## config.mk

```make
export PLATFORM = sky130hd
export DESIGN_NAME = alu_arbiter
export DESIGN_NICKNAME = d
export VERILOG_FILES = /design/src/rtl/alu_arbiter.sv
export SDC_FILE = /design/constraint.sdc
export NUM_CORES = 1
export LEC_CHECK = 0
export CORE_ASPECT_RATIO = 1.1
export CORE_MARGIN = 1
export CORE_UTILIZATION = 37
export DETAILED_ROUTE_END_ITERATION = 6
export GPL_ROUTABILITY_DRIVEN = 0
export GPL_TIMING_DRIVEN = 0
export PLACE_DENSITY = 0.81
export SYNTH_ARGS = -nofsm -noshare
export SYNTH_HDL_FRONTEND = slang
export SYNTH_SLANG_ARGS = --single-unit
```

## constraint.sdc

```tcl
create_clock -name clk -period 1.9 [get_ports clk]
set_input_delay 0.285 -clock clk [delete_from_list [all_inputs] [get_ports clk]]
set_output_delay 0.285 -clock clk [all_outputs]
set_load 0.005 [all_outputs]
```

## src/rtl/alu_arbiter.sv

```systemverilog
// Two-requester arbiter sharing one combinational ALU: IDLE -> EXEC -> RESP.
// Optional macro ALU_ARB_FIXED_PRIO_EN: requester 0 always wins ties and the last-grant pointer is removed.
module alu_arbiter #(
   parameter int WIDTH = 32
) (
   input  logic             clk,
   input  logic             rst_n,
   input  logic             req0_valid,
   output logic             req0_ready,
   input  logic [3:0]       req0_ctrl,
   input  logic [WIDTH-1:0] req0_a,
   input  logic [WIDTH-1:0] req0_b,
   input  logic             req1_valid,
   output logic             req1_ready,
   input  logic [3:0]       req1_ctrl,
   input  logic [WIDTH-1:0] req1_a,
   input  logic [WIDTH-1:0] req1_b,
   output logic [3:0]       alu_ctrl,
   output logic [WIDTH-1:0] alu_a,
   output logic [WIDTH-1:0] alu_b,
   input  logic [WIDTH-1:0] alu_result,
   input  logic             alu_zero,
   output logic             rsp_valid,
   output logic             rsp_id,
   output logic [WIDTH-1:0] rsp_data,
   output logic             rsp_zero,
   input  logic             rsp_ready
);

   typedef enum logic [1:0] {
      IDLE = 2'd0,
      EXEC = 2'd1,
      RESP = 2'd2
   } state_t;

   state_t state;
   state_t state_nxt;
   logic   grant1;
   logic   accept;
   logic   handshake;
   logic   op_id;

`ifdef ALU_ARB_FIXED_PRIO_EN
   always_comb begin
      grant1 = req1_valid && !req0_valid;
   end
`else
   // last = 1 means requester 1 was granted last, so requester 0 wins the next tie.
   logic last;

   always_comb begin
      grant1 = req1_valid;
      if (req0_valid && req1_valid) begin
         grant1 = !last;
      end
   end

   always_ff @(posedge clk or negedge rst_n) begin
      if (!rst_n) begin
         last <= 1'b1;
      end else if (handshake) begin
         last <= grant1;
      end
   end
`endif

   // Ready is gated by rst_n so it drops the instant reset is asserted.
   assign accept     = (state == IDLE) && rst_n;
   assign req0_ready = accept && req0_valid && !grant1;
   assign req1_ready = accept && req1_valid && grant1;
   assign handshake  = req0_ready || req1_ready;
   assign rsp_valid  = (state == RESP);

   always_comb begin
      state_nxt = state;
      case (state)
         IDLE:    if (handshake) state_nxt = EXEC;
         EXEC:    state_nxt = RESP;
         RESP:    if (rsp_ready) state_nxt = IDLE;
         default: state_nxt = IDLE;
      endcase
   end

   always_ff @(posedge clk or negedge rst_n) begin
      if (!rst_n) begin
         state <= IDLE;
      end else begin
         state <= state_nxt;
      end
   end

   // Operand registers feed the ALU directly and simply hold outside EXEC.
   always_ff @(posedge clk or negedge rst_n) begin
      if (!rst_n) begin
         alu_ctrl <= '0;
         alu_a    <= '0;
         alu_b    <= '0;
         op_id    <= 1'b0;
         rsp_id   <= 1'b0;
         rsp_data <= '0;
         rsp_zero <= 1'b0;
      end else begin
         if (handshake) begin
            alu_ctrl <= grant1 ? req1_ctrl : req0_ctrl;
            alu_a    <= grant1 ? req1_a    : req0_a;
            alu_b    <= grant1 ? req1_b    : req0_b;
            op_id    <= grant1;
         end
         if (state == EXEC) begin
            rsp_data <= alu_result;
            rsp_zero <= alu_zero;
            rsp_id   <= op_id;
         end
      end
   end

endmodule

```

==> summary by stage <==
Setup path
The reg-to-reg startpoint is last. Across all register-to-register paths, the minimum setup slack is 110 ps. The critical-path cell with the highest stage delay is sky130_fd_sc_hd__or3b_4. The required time at the worst-slack endpoint is 1620 ps. The critical path capture point type is an output port. The arrival time of data at the critical path endpoint is 1560 ps. Walking the worst path, the cells encountered are or3b_4 > nor2_4 > clkdlybuf4s15_2.

For the worst flop-to-flop path, the logic depth is 6. The type of origin of the critical path is a register. The highest cell delay on the worst timing path is 460 ps. Along the worst path, the maximum fanout reaches 4. The worst setup path is of the reg2out kind. The worst reg2reg path endpoint is alu_b[28].

STA
The final critical-path share of the clock period is 97.2%. At the pin with the least slew margin, the transition time is 543 ps. The count of final max-slew check failures is 0.

The final setup violation count is 0. In the final timing run, aggregate negative setup slack is 0 ps. The number of hold violations in the final report is 0.

In this run the tightest slew margin relative to its limit is 63.8%. Hold is met by 16.9 ps. The routed design could run at a clock period as short as 1850 ps. Setup repair after global routing left no endpoint under its margin.

The post-route clock skew is 5.41 ps. The fmax is 0.541 GHz.

Drt
The detail route stage leaves a number of antenna-violating nets equal to 0. For this run, design rule violations remaining after detail routing come to 0. The number of detailed-route iterations in the first pass is 4. Dividing the detail-routed wire length by the instance count gives 20.8 µm. The routed via count divided by cell count is 5.53.

The routed layout has 4367 vias. The first routing iteration left 220 violations. Summed over all layers, the routed wires come to 16500 µm.

Final layout
After the last flow step, the layout net total stands at 805. In the final layout, the share of cells above drive strength 1 is 13.5%. The most common cell after layout, fill and taps aside is sky130_fd_sc_hd__clkdlybuf4s50_1.

The area occupied by multi-input gates is 1710 µm². After filler insertion, the fill cell instance count of the layout stands at 897. In the layout the commonest cells are 273 x sky130_fd_sc_hd__clkdlybuf4s50_1, 103 x sky130_fd_sc_hd__dfrtp_1, 68 x sky130_fd_sc_hd__o32ai_1. The area of all sequential standard cells is 2660 µm². The post-route non-filler standard cell count is 790. The area of all placed cells without fillers is 8080 µm². Relative to the synthesized area, the layout overhead comes to 78.2%.

Power and ir drop
Total power for the finished layout comes to 10.8 mW. The leakage power is 3.13 nW. The worst-case IR drop observed on VDD is 0.841 mV. The power density over the cells is 1340 nW/µm².

Floorplan
The area of the placeable core is 12000 µm². In this run the vertical extent of the chip is 118 µm. The initial standard-cell utilization of the core is 37.9%.

The area enclosed by the die boundary is 12700 µm². The initialized floorplan defines 42 standard-cell rows. In this run the horizontal extent of the chip is 108 µm.

The number of top-level pins is 279.

Run status
The run finished with clean final reports.

Global route
The via count of the first global-routing pass came to 4744. Global routing finished with a remaining overflow of 0. The first global-routing pass estimated 25000 µm of wire. Global routing consumed, over all layers together, 25.8% of the routing resources. The initial antenna violation count was 1. The pin count of the biggest net entering global routing is 29.

Placement
The total placed cells including tap cells is 767. The count of buffers added on input and output ports is 278. The instance area after placement is 7540 µm². The estimated wirelength of the detail-placed design is 12200 µm.

CTS
The longest clock path from root to sink contains 2 buffers. In this run, CTS created clock tree buffers numbering 9. Clock tree synthesis selected as its root buffer the cell sky130_fd_sc_hd__clkbuf_16. Clock-pin slew was measured on the worst setup and hold paths at 70 ps. The CTS tree is done.

The number of sinks handled by clock tree synthesis is 106. The H-tree generated during clock tree synthesis spans 3 levels. At the later pin of the worst-skew pair, clock insertion delay measures 330 ps.

Synthesis
Among all flip-flop cells after synthesis, the most frequent one is sky130_fd_sc_hd__dfrtp_1. In the synthesized netlist, the number of instances is 334. After synthesis, the largest family of logic cells by area is compound AO/OA/AOI/OAI gates.

After Yosys synthesis, full adders, half adders and majority gates account for 0% of the synthesized area. Summing the areas of all and, or, nand and nor instances in the mapped netlist gives 1.60% of the synthesized area. The number of flops mapped to enable cells by yosys is 0. The number of different library cells in the post-synthesis netlist is 24. For this run, the number of Yosys warnings is 0. Sequential elements use 58.5% of the synthesized area. The share of flip-flops with an asynchronous set or reset is 100%.

The multiplexer area fraction after synthesis is 8.44%. The number of nets in the synthesized netlist is 508. The post-synth design cell area is 4540 µm². Synthesis inferred 106 register bits. Summing the areas of all xor and xnor instances in the mapped netlist gives 0% of the synthesized area. The synthesized netlist devotes 27.2% of its cell area to compound gates. Each instance of the synthesized netlist takes up on average 13.6 µm².

Job
Max-cap violations in this run came to 0.

Worst hold path
The path class of the lowest-slack min-delay path is in2async.
==> synthesized netlist by cell type (all sizes together) (2+ instances only) <==
cell type	n	area, µm²
buf	16	92.6
dfrtp	105	2630
inv	2	7.50
o32ai	68	596
mux2	34	383
a2bb2oi	68	602
nand2b	2	12.5
nor2	3	18.8
clkbuf	25	93.8
==> registers in the layout, summed over array words and instances (netlist names) <==
signal and flops:
alu_a 32, alu_b 32, alu_ctrl 4, last 1, op_id 1, rsp_data 32, rsp_id 1, rsp_zero 1
state 2
==> final cells by class <==
cell class,instances,share of cell area [%]
Multi-Input combinational cell,185,21.1
Clock inverter,4,0.929
Buffer,39,2.49
Clock buffer,11,3.13
Tap cell,154,2.38
Antenna cell,1,0.0310
Timing Repair Buffer,288,36.9
Sequential cell,106,32.9
Inverter,2,0.0929
==> critical path, delay by kind of cell (launching register included) <==
kind | cells | cell delay, ps
and+or+nand+nor | 2 | 570
DFF | 1 | 440
buffers and inverters | 1 | 220
==> worst max-delay path by stage <==
stage              from    endpoint  slack, ps  depth (start not counted)
2_1_floorplan      last    alu_a[5]        400                          6
3_3_place_gp      rst_n        last      -4140                          5
3_5_place_dp      rst_n        last       -880                          6
4_1_cts        state[1]  req1_ready          9                          3
5_1_grt        state[0]  req1_ready          8                          3
6_report       state[0]  req1_ready         50                          3
==> stage by stage <==
| stage | utilization, % | setup slack [ps] |
|---|---|---|
| global route | 67.4 | 8.07 |
| detailed placement | 62.9 | -877 |
| global placement | 62.7 | -4140 |
| CTS | 67.2 | 8.91 |
| finish | 67.4 | 52.8 |
| floorplan | - | 403 |
==> kinds of logic (layout without fill, tap and decap cells) <==
kind of cell,after synthesis,in the layout
AO/OA/AOI/OAI,141,141
flip-flops,106,106
buffers and inverters,43,344
multiplexers,34,34
AND/OR/NAND/NOR,10,10
other,0,1
==> power breakdown <==
part	total (mW)	switching [mW]	internal (mW)	leakage [nW]
Combinational	4.86	1.66	3.21	1.81
Sequential	3.94	0.615	3.32	1.17
Clock	2.01	0.792	1.22	0.154
Total	10.8	3.06	7.75	3.13
==> per-layer routing <==
layer / up-vias / global-route usage [%] / wire length [µm]
met4: 0 / 10.6 / 540
met2: 231 / 45.1 / 8380
met1: 2139 / 28.8 / 6120
li1: 1955 / - / -
met5: - / 0 / 0
met3: 42 / 7.70 / 1420
==> repair_timing <==
action | CTS | global route
gates resized for setup | 22 | 6
gates cloned | 2 | 0
hold buffers | 6 | 0
pin swaps | 0 | 2
setup buffers | 0 | 1
endpoints found under the setup margin | 72 | 2
hold endpoints to repair | 78 | 0
Note: power is estimated with default switching activity, not from simulation.
==> edit: new RTL, same settings <==
Make the reset (`rst_n`) synchronous in 3 clocked blocks.
--- a/src/rtl/alu_arbiter.sv
+++ b/src/rtl/alu_arbiter.sv
@@ -55,7 +55,7 @@
       end
    end
 
-   always_ff @(posedge clk or negedge rst_n) begin
+   always_ff @(posedge clk) begin
       if (!rst_n) begin
          last <= 1'b1;
       end else if (handshake) begin
@@ -81,7 +81,7 @@
       endcase
    end
 
-   always_ff @(posedge clk or negedge rst_n) begin
+   always_ff @(posedge clk) begin
       if (!rst_n) begin
          state <= IDLE;
       end else begin
@@ -90,7 +90,7 @@
    end
 
    // Operand registers feed the ALU directly and simply hold outside EXEC.
-   always_ff @(posedge clk or negedge rst_n) begin
+   always_ff @(posedge clk) begin
       if (!rst_n) begin
          alu_ctrl <= '0;
          alu_a    <= '0;
Function: differs if rst_n is asserted again (counterexample within 4 cycles, from zero or initial values and one cycle with rst_n low); with rst_n held inactive, the same outputs for 10 cycles.
==> edit against the unedited design <==
- area after synthesis increased by 4.2%
- global-route usage decreased by 0.60 points
- final area decreased by 0.74%
- setup slack improved by 0.022 ns
- wire length increased by 2.1%
- fmax increased by 1.2%
- sequential cell count unchanged
Power is not compared: it rests on default switching activity, and its combinational part moved more than twofold at a synthesized area within 25%.
==> edit: results (changes against the unedited design) <==
status=complete, no violations (unchanged); met1 GRT Util=26.9% (was 28.8%); r2r endpoint=alu_a[15] (was alu_b[28]); Leak=around 2.8 nW; WP depth=4 (was 3); Post-Route Skew=0.00958 ns (was 0.00541 ns); Worst Hold Class=flip-flop to flip-flop (was input pin to asynchronous set/reset pin); met3 WL=1390 um (was 1420 um); HPWL Detailed=13000 um (was 12200 um); vias in the first global route=5146 (was 4744); Largest stage delay, worst path=0.43 ns (was 0.46 ns); Critical Path Sink=req1_ready (unchanged); Distinct cells, synth=21 (was 24); gr usage total=25.2% (was 25.8%); Clock Tree Root=clkbuf_16 (unchanged); GR Util met2=45.1% (about the same); mux cell area share after synthesis=0% (was 8.44%); buffers added on ports=277 (was 278); setup bufs post-CTS=4 (was 0); nets@finish=951 (was 805); slowest CP cell=or3b_4 (unchanged); Fillers=997 (was 897); Syn Inst Count=491 (was 334); Synth Flop Type=dfxtp_1 (was dfrtp_1); DR top layer=met5 (was met4); share of layout cells above drive strength 1=5.50% (was 13.5%); Synth warnings=0 (unchanged); FFs w/ async S/R, synth=0% (was 100%); routed length on met1=6460 um (was 6120 um); diode count=0 (was 1); via count=4947 (was 4367); met3 usage=7.60% (was 7.70%); worst slew margin relative to its limit=62.9% (was 63.8%); WL/cell=18.0 um (was 20.8 um); crit path from=state[1] (was state[0]); Place WS=-0.856 ns (was -0.877 ns); Vias per Instance=5.29 (was 5.53); R2R depth=5 (was 6); first-pass GRT wire length=25500 um (was 25000 um); Synth area leaders=dfxtp_1 (45%), o2111a_1 (16%), nand3b_1 (11%), or3_1 (9.0%), a21boi_0 (5.6%) (was dfrtp_1 (58%), o32ai_1 (13%), a2bb2oi_1 (13%), mux2_2 (8.4%), clkbuf_1 (2.1%)); clock latency on the worst-skew pair=0.35 ns (was 0.33 ns); worst path arrival time=1.54 ns (was 1.56 ns); Worst Path Max Fanout=6 (was 4); largest net degree at the start of global routing=25 (was 29); post-synthesis sequential area ratio=44.9% (was 58.5%); post-CTS sizing=18 (was 22); Hold WS=0.467 ns (was 0.0169 ns); syn_nets=665 (was 508); largest registers=alu_a x32, alu_b x32, rsp_data x32 (unchanged); initial detailed-routing violation count=247 (was 220); met2 WL=8460 um (was 8380 um); Synth Area in Compound Gates=22.4% (was 27.2%); Post-DP Area=7690 sq um (was 7540 sq um); Final Critical Period=1.83 ns (was 1.85 ns); Placed Instances=922 (was 767); Synth Area in XOR/XNOR=0% (unchanged); Synth top cells by count=dfxtp_1 (106), nand2_1 (69), nand3b_1 (68), o2111a_1 (68), or3_1 (68) (was dfrtp_1 (105), o32ai_1 (68), a2bb2oi_1 (67)); Post-Syn Area=4730 sq um (was 4540 sq um); R2R Setup Slk=0.16 ns (was 0.11 ns)
==> edit: cell count changes after synthesis, moves of 9 or more <==
cell       change
dfrtp_1      -105
o2111a_1      +68
o32ai_1       -68
dfxtp_1      +106
a21boi_0      +35
a2bb2oi_1     -67
clkbuf_1       +9
or3_1         +68
nand3b_1      +68
nand2_1       +69
mux2_2        -34
==> edit: area by class of cell <==
| cell class | instances | area share, % |
|---|---|---|
| Tap cell | 154 | 2.40 |
| Buffer | 53 | 2.85 |
| Sequential cell | 106 | 26.5 |
| Clock buffer | 9 | 2.81 |
| Inverter | 1 | 0.0468 |
| Clock inverter | 7 | 1.06 |
| Timing Repair Buffer | 281 | 34.9 |
| Multi-Input combinational cell | 325 | 29.4 |
==> edit: power breakdown <==
part           switching (mW)  internal [mW]  total (mW)  leakage, nW
combinational           0.606          0.998        1.60         1.73
clock                   0.902           1.05        1.95        0.146
sequential              0.134           2.46        2.60        0.879
